--- src/rtl/sr_latch_bank_if.sv ---
// sr_latch_bank_if: request and status signals of one latch bank; the master drives requests, the bank (slave) drives status.
interface sr_latch_bank_if #(
    parameter int WIDTH = 8,
    parameter int CNT_W = 8
);
    logic [WIDTH-1:0] set_in;
    logic [WIDTH-1:0] clr_in;
    logic             clear_all;
    logic [WIDTH-1:0] q;
    logic [WIDTH-1:0] q_rise;
    logic             any_set;
    logic [CNT_W-1:0] event_cnt;
    modport master (output set_in, clr_in, clear_all, input q, q_rise, any_set, event_cnt);
    modport slave  (input set_in, clr_in, clear_all, output q, q_rise, any_set, event_cnt);
endinterface

--- src/rtl/sr_latch_bank.sv ---
// sr_latch_bank: multi-channel clocked set/reset latch bank with synchronisers and rise pulses.
// Saturating rise-event counter compiled in only when SR_LATCH_BANK_EVENT_CNT_EN is defined.
module sr_latch_bank #(
    parameter int WIDTH       = 8,
    parameter int SYNC_STAGES = 2,
    parameter int MODE        = 0,
    parameter int CNT_W       = 8
) (
    input logic           clk,
    input logic           reset,
    sr_latch_bank_if.slave bus
);
    logic [WIDTH-1:0] s, r, conf_v, q_d, q_q, rise_d, rise_q;
    logic             any_q;
    if (SYNC_STAGES == 0) begin : g_bypass
        assign s = bus.set_in;
        assign r = bus.clr_in;
    end else begin : g_sync
        logic [WIDTH-1:0] s_q [SYNC_STAGES];
        logic [WIDTH-1:0] r_q [SYNC_STAGES];
        always_ff @(posedge clk or posedge reset) begin
            if (reset) begin
                for (int i = 0; i < SYNC_STAGES; i++) begin
                    s_q[i] <= '0;
                    r_q[i] <= '0;
                end
            end else begin
                s_q[0] <= bus.set_in;
                r_q[0] <= bus.clr_in;
                for (int i = 1; i < SYNC_STAGES; i++) begin
                    s_q[i] <= s_q[i-1];
                    r_q[i] <= r_q[i-1];
                end
            end
        end
        assign s = s_q[SYNC_STAGES-1];
        assign r = r_q[SYNC_STAGES-1];
    end
    // Value taken by a channel whose set and clear are both active.
    assign conf_v = (MODE == 0) ? '0 : (MODE == 1) ? '1 : (MODE == 2) ? q_q : ~q_q;
    assign q_d    = bus.clear_all ? '0 : (s & ~r) | (~s & ~r & q_q) | (s & r & conf_v);
    assign rise_d = q_d & ~q_q;
    always_ff @(posedge clk or posedge reset) begin
        if (reset) begin
            q_q    <= '0;
            rise_q <= '0;
            any_q  <= 1'b0;
        end else begin
            q_q    <= q_d;
            rise_q <= rise_d;
            any_q  <= |q_d;
        end
    end
    assign bus.q       = q_q;
    assign bus.q_rise  = rise_q;
    assign bus.any_set = any_q;
`ifdef SR_LATCH_BANK_EVENT_CNT_EN
    localparam logic [CNT_W+5:0] CNT_MAX = {6'd0, {CNT_W{1'b1}}};
    logic [CNT_W+5:0] pop, sum;
    logic [CNT_W-1:0] cnt_d, cnt_q;
    always_comb begin
        pop = '0;
        for (int i = 0; i < WIDTH; i++) pop = pop + (CNT_W+6)'(rise_d[i]);
        sum   = {6'd0, cnt_q} + pop;
        cnt_d = bus.clear_all ? '0 : (sum > CNT_MAX) ? CNT_MAX[CNT_W-1:0] : sum[CNT_W-1:0];
    end
    always_ff @(posedge clk or posedge reset) begin
        if (reset) cnt_q <= '0;
        else       cnt_q <= cnt_d;
    end
    assign bus.event_cnt = cnt_q;
`else
    assign bus.event_cnt = '0;
`endif
endmodule
--- src/flat_wrapper.sv ---
// flat-port wrapper written by rule: the top's interface ports become plain ports
module sr_latch_bank_flat 
#(
    parameter int WIDTH       = 8,
    parameter int SYNC_STAGES = 2,
    parameter int MODE        = 0,
    parameter int CNT_W       = 8
)
  (clk, reset, bus_set_in, bus_clr_in, bus_clear_all, bus_q, bus_q_rise, bus_any_set, bus_event_cnt);
  sr_latch_bank_if #(.WIDTH(WIDTH), .CNT_W(CNT_W)) bus_i ();
  input logic clk;
  input logic reset;
  input wire logic [$bits(bus_i.set_in)-1:0] bus_set_in;
  input wire logic [$bits(bus_i.clr_in)-1:0] bus_clr_in;
  input wire logic [$bits(bus_i.clear_all)-1:0] bus_clear_all;
  output wire logic [$bits(bus_i.q)-1:0] bus_q;
  output wire logic [$bits(bus_i.q_rise)-1:0] bus_q_rise;
  output wire logic [$bits(bus_i.any_set)-1:0] bus_any_set;
  output wire logic [$bits(bus_i.event_cnt)-1:0] bus_event_cnt;
  assign bus_i.set_in = bus_set_in;
  assign bus_i.clr_in = bus_clr_in;
  assign bus_i.clear_all = bus_clear_all;
  assign bus_q = bus_i.q;
  assign bus_q_rise = bus_i.q_rise;
  assign bus_any_set = bus_i.any_set;
  assign bus_event_cnt = bus_i.event_cnt;
  sr_latch_bank #(.WIDTH(WIDTH), .SYNC_STAGES(SYNC_STAGES), .MODE(MODE), .CNT_W(CNT_W)) u_core (.clk(clk), .reset(reset), .bus(bus_i));
endmodule
--- config.mk ---
export PLATFORM = sky130hd
export DESIGN_NAME = sr_latch_bank_flat
export DESIGN_NICKNAME = d
export VERILOG_FILES = /design/src/rtl/sr_latch_bank_if.sv /design/src/rtl/sr_latch_bank.sv /design/src/flat_wrapper.sv
export SDC_FILE = /design/constraint.sdc
export NUM_CORES = 1
export LEC_CHECK = 0
export CAP_MARGIN = 10
export CORE_MARGIN = 3
export CORE_UTILIZATION = 48
export CTS_CLUSTER_SIZE = 12
export DETAILED_ROUTE_END_ITERATION = 6
export PLACE_DENSITY_LB_ADDON = 0.12
export SYNTH_ARGS = -nofsm -noshare
export SYNTH_HDL_FRONTEND = slang
export SYNTH_SLANG_ARGS = --single-unit
--- constraint.sdc ---
create_clock -name clk -period 2.6 [get_ports clk]
set_clock_uncertainty 0.2 [all_clocks]
set_input_delay 0.65 -clock clk [delete_from_list [all_inputs] [get_ports clk]]
set_output_delay 0.65 -clock clk [all_outputs]
set_load 0.05 [all_outputs]
==> run_results.csv <==
group,metric,value,unit
clock_network,post_cts_resized,0,
detailed_routing,drt-total-wl,1970,um
floorplanning,die_area,0.00381,sq mm
detailed_routing,via_count,774,
global_route,grt_pass1_wl,3330,um
detailed_routing,drc_errors,0,
clock_network,clock-root-buffer,"clkbuf_4",
worst_setup_path,cp_max_fo,3,
sta,fin_setup_tns,0,ns
pwr,pwr-share-seq,56.8,%
floorplanning,coreArea,0.00285,sq mm
worst_setup_path,reg2reg_depth,3,
detailed_routing,via_per_inst,4.66,
sta,setup_viol,0,
logic_synthesis,yosysTopAreaCell,"dfrtp_1",
logic_synthesis,synth_edf_count,0,
placed_design,hpwl,1410,um
logic_synthesis,ys_warn_count,0,
final_layout,fillers,213,
floorplanning,die_w,61.7,um
final_layout,area_growth,30.2,%
detailed_routing,drtIter0Drc,10,
worst_setup_path,cp.depth,1,
logic_synthesis,synth_area_per_cell,16.0,sq um
worst_setup_path,end_kind,"output pin",
job,cap_violations,0,
sta,worst-slew-pin-transition,0.508,ns
clock_network,cts_setup_buffers,0,
logic_synthesis,synth_area_leaders,"dfrtp_1, buf_4, nor2_1",
clock_network,clk_latency,0.37,ns
sta,drv_slew,0,
pwr,power.share.clock,31.1,%
clock_network,cts_hold_buf,0,
worst_setup_path,crit_family,"buffers and inverters",
clock_network,clock-sinks,49,
worst_setup_path,timing.rr.end,"u_core.bus.any_set$_DFF_PP0_",
clock_network,cts_made_buffers,5,
worst_setup_path,startpoint,"u_core.bus.q[2]$_DFF_PP0_",
global_route,grt_pass1_vias,783,
floorplanning,fp.dieH,61.7,um
logic_synthesis,synth_top_area_share,82.4,%
pwr,powerDensity,740,mW/mm^2
sta,period_needed,2.45,ns
pwr,combPwrFrac,12.1,%
sta,max_freq,409,MHz
worst_setup_path,cp-endpoint,"bus_q[2]",
placed_design,port_buffers,35,
placed_design,gp_congestion,0.785,
worst_setup_path,path_cells,"clkdlybuf4s50_1",
global_route,antenna_found_initial,0,
worst_setup_path,r2r-start,"u_core.r[7]$_DFF_PP0_",
final_layout,diodes,0,
logic_synthesis,ys_seq_area_share,82.4,%
sta,fin_ws,0.154,ns
floorplanning,start_util,52.2,%
placed_design,placedCellCount,158,
worst_setup_path,crit_path_start_kind,"flip-flop",
global_route,grt_max_degree,28,
sta,rsz0062_at_grt,"false",
clock_network,htree_levels,2,
placed_design,place_ws,0.373,ns
logic_synthesis,synthArstFlopShare,100,%
sta,maxSlewHeadroom,66.1,%
global_route,globalRouteTotalUtil,13.4,%
clock_network,cts_tree,"yes",
logic_synthesis,ys_seq_elements,49,
run_status,status,"finished clean",
worst_setup_path,cp.required,1.75,ns
sta,hold_viol,0,
pwr,power.leakage,0.000864,uW
logic_synthesis,yosysMostFrequentCell,"dfrtp_1",
floorplanning,io_pins,44,
clock_network,clock_path_buffers,2,
detailed_routing,ant_nets,0,
pwr,p_sw_share,25.4,%
detailed_routing,routedWlPerCell,11.9,um
logic_synthesis,synth_top_flop_cell,"dfrtp_1",
clock_network,clk_pin_slew,0.15,ns
pwr,p_switching,364,uW
final_layout,fin_cells,166,
logic_synthesis,ys_top_cells_by_count,"dfrtp_1, nor2_1, buf_4, nor3_1",
worst_setup_path,worst_path_largest_cell_delay,0.82,ns
worst_setup_path,cp.buffers_inverters,1,
min_path,hold_path.class,"reg2reg",
detailed_routing,drt_first_pass_iters,3,
final_layout,layout-drive-gt1-share,8.89,%
worst_setup_path,critical_path_class,"reg2out",
final_layout,final_core_util,67.9,%
pwr,peakVddDrop,429,uV
logic_synthesis,synthDistinctLibCells,12,
sta,hold_slack,0.150,ns
worst_setup_path,worstPathArrival,1.60,ns
worst_setup_path,critical-path-slowest-cell,"clkdlybuf4s50_1",
pwr,p_int,1070,uW
sta,period_share,94.1,%
logic_synthesis,synth_cells,93,
floorplanning,placementRows,19,
global_route,grt_overflow_total,0,
logic_synthesis,syn_area,0.00149,sq mm
worst_setup_path,regToRegSetupSlack,1.39,ns
final_layout,nets,153,
state kept, by name (all words and copies together) (netlist names):
| name | cells |
|---|---|
| u_core.bus.q | 8 |
| u_core.bus.q_rise | 8 |
| u_core.g_sync.r_q | 8 |
| u_core.g_sync.s_q | 8 |
| u_core.r | 8 |
| u_core.s | 8 |
| u_core.bus.any_set | 1 |
through the flow:
step / instance area [sq um] / power [uW]
floorplan: 1520 / 945
global placement: 1850 / 1000
detailed placement: 1850 / 1000
CTS: 1940 / 1450
global route: 1940 / 1510
finish: 1940 / 1430
per-layer routing:
layer  part of all wire, %  vias to the layer above  global-route usage [%]
met5                     0                        -                       0
met4                   3.5                        0                    9.09
met3                    10                        6                    7.64
met2                    43                       39                    19.4
met1                    43                      353                    15.1
li1                      -                      376                       -
cell families after synthesis:
kind of cell,after synthesis,share of synthesized area (%)
compound gates,4,2.86
buf+inv,10,5.04
flops,49,82.4
other cells,1,0.252
simple gates,29,9.50
cell type report:
cell class                      count  area, sq um  area share [%]
Sequential cell                    49         1230            63.3
Timing Repair Buffer               36          370            19.1
Multi-Input combinational cell     41          214            11.0
Clock inverter                      3         47.5            2.45
Tap cell                           31         38.8            2.00
Clock buffer                        5         37.5            1.94
Inverter                            1         3.75           0.194
power groups by stage:
stage	clock (uW)	combinational [uW]	sequential, uW
after global routing	501	186	819
after floorplan	0	70.8	874
after CTS	461	175	814
final	446	173	814
after global placement	0	172	829
after detailed placement	0	175	829
how the worst min path moves through the flow:
stage / start / to / slack (ns) / depth (start not counted)
after detailed placement: u_core.g_sync.r_q[15]$_DFF_PP0_ / u_core.r[7]$_DFF_PP0_ / 0.13 / 0
final: u_core.g_sync.r_q[10]$_DFF_PP0_ / u_core.r[2]$_DFF_PP0_ / 0.15 / 0
after floorplan: u_core.g_sync.r_q[8]$_DFF_PP0_ / u_core.r[0]$_DFF_PP0_ / 0.13 / 0
after global routing: u_core.g_sync.r_q[10]$_DFF_PP0_ / u_core.r[2]$_DFF_PP0_ / 0.16 / 0
after global placement: u_core.g_sync.s_q[12]$_DFF_PP0_ / u_core.s[4]$_DFF_PP0_ / 0.13 / 0
after CTS: u_core.g_sync.r_q[10]$_DFF_PP0_ / u_core.r[2]$_DFF_PP0_ / 0.16 / 0
placed cells by master, fill, tap and decap left out:
| cell | count |
|---|---|
| inv_6 | 2 |
| clkbuf_4 | 5 |
| inv_2 | 1 |
| o32a_1 | 2 |
| dfrtp_1 | 49 |
| bufinv_16 | 1 |
| conb_1 | 8 |
| buf_12 | 1 |
| o32a_2 | 2 |
| clkdlybuf4s50_1 | 35 |
| nor3_1 | 8 |
| or2_1 | 4 |
| nand4_1 | 1 |
| nor4_1 | 4 |
| nor2_1 | 12 |
No activity file was read; power rests on OpenSTA's default activity.
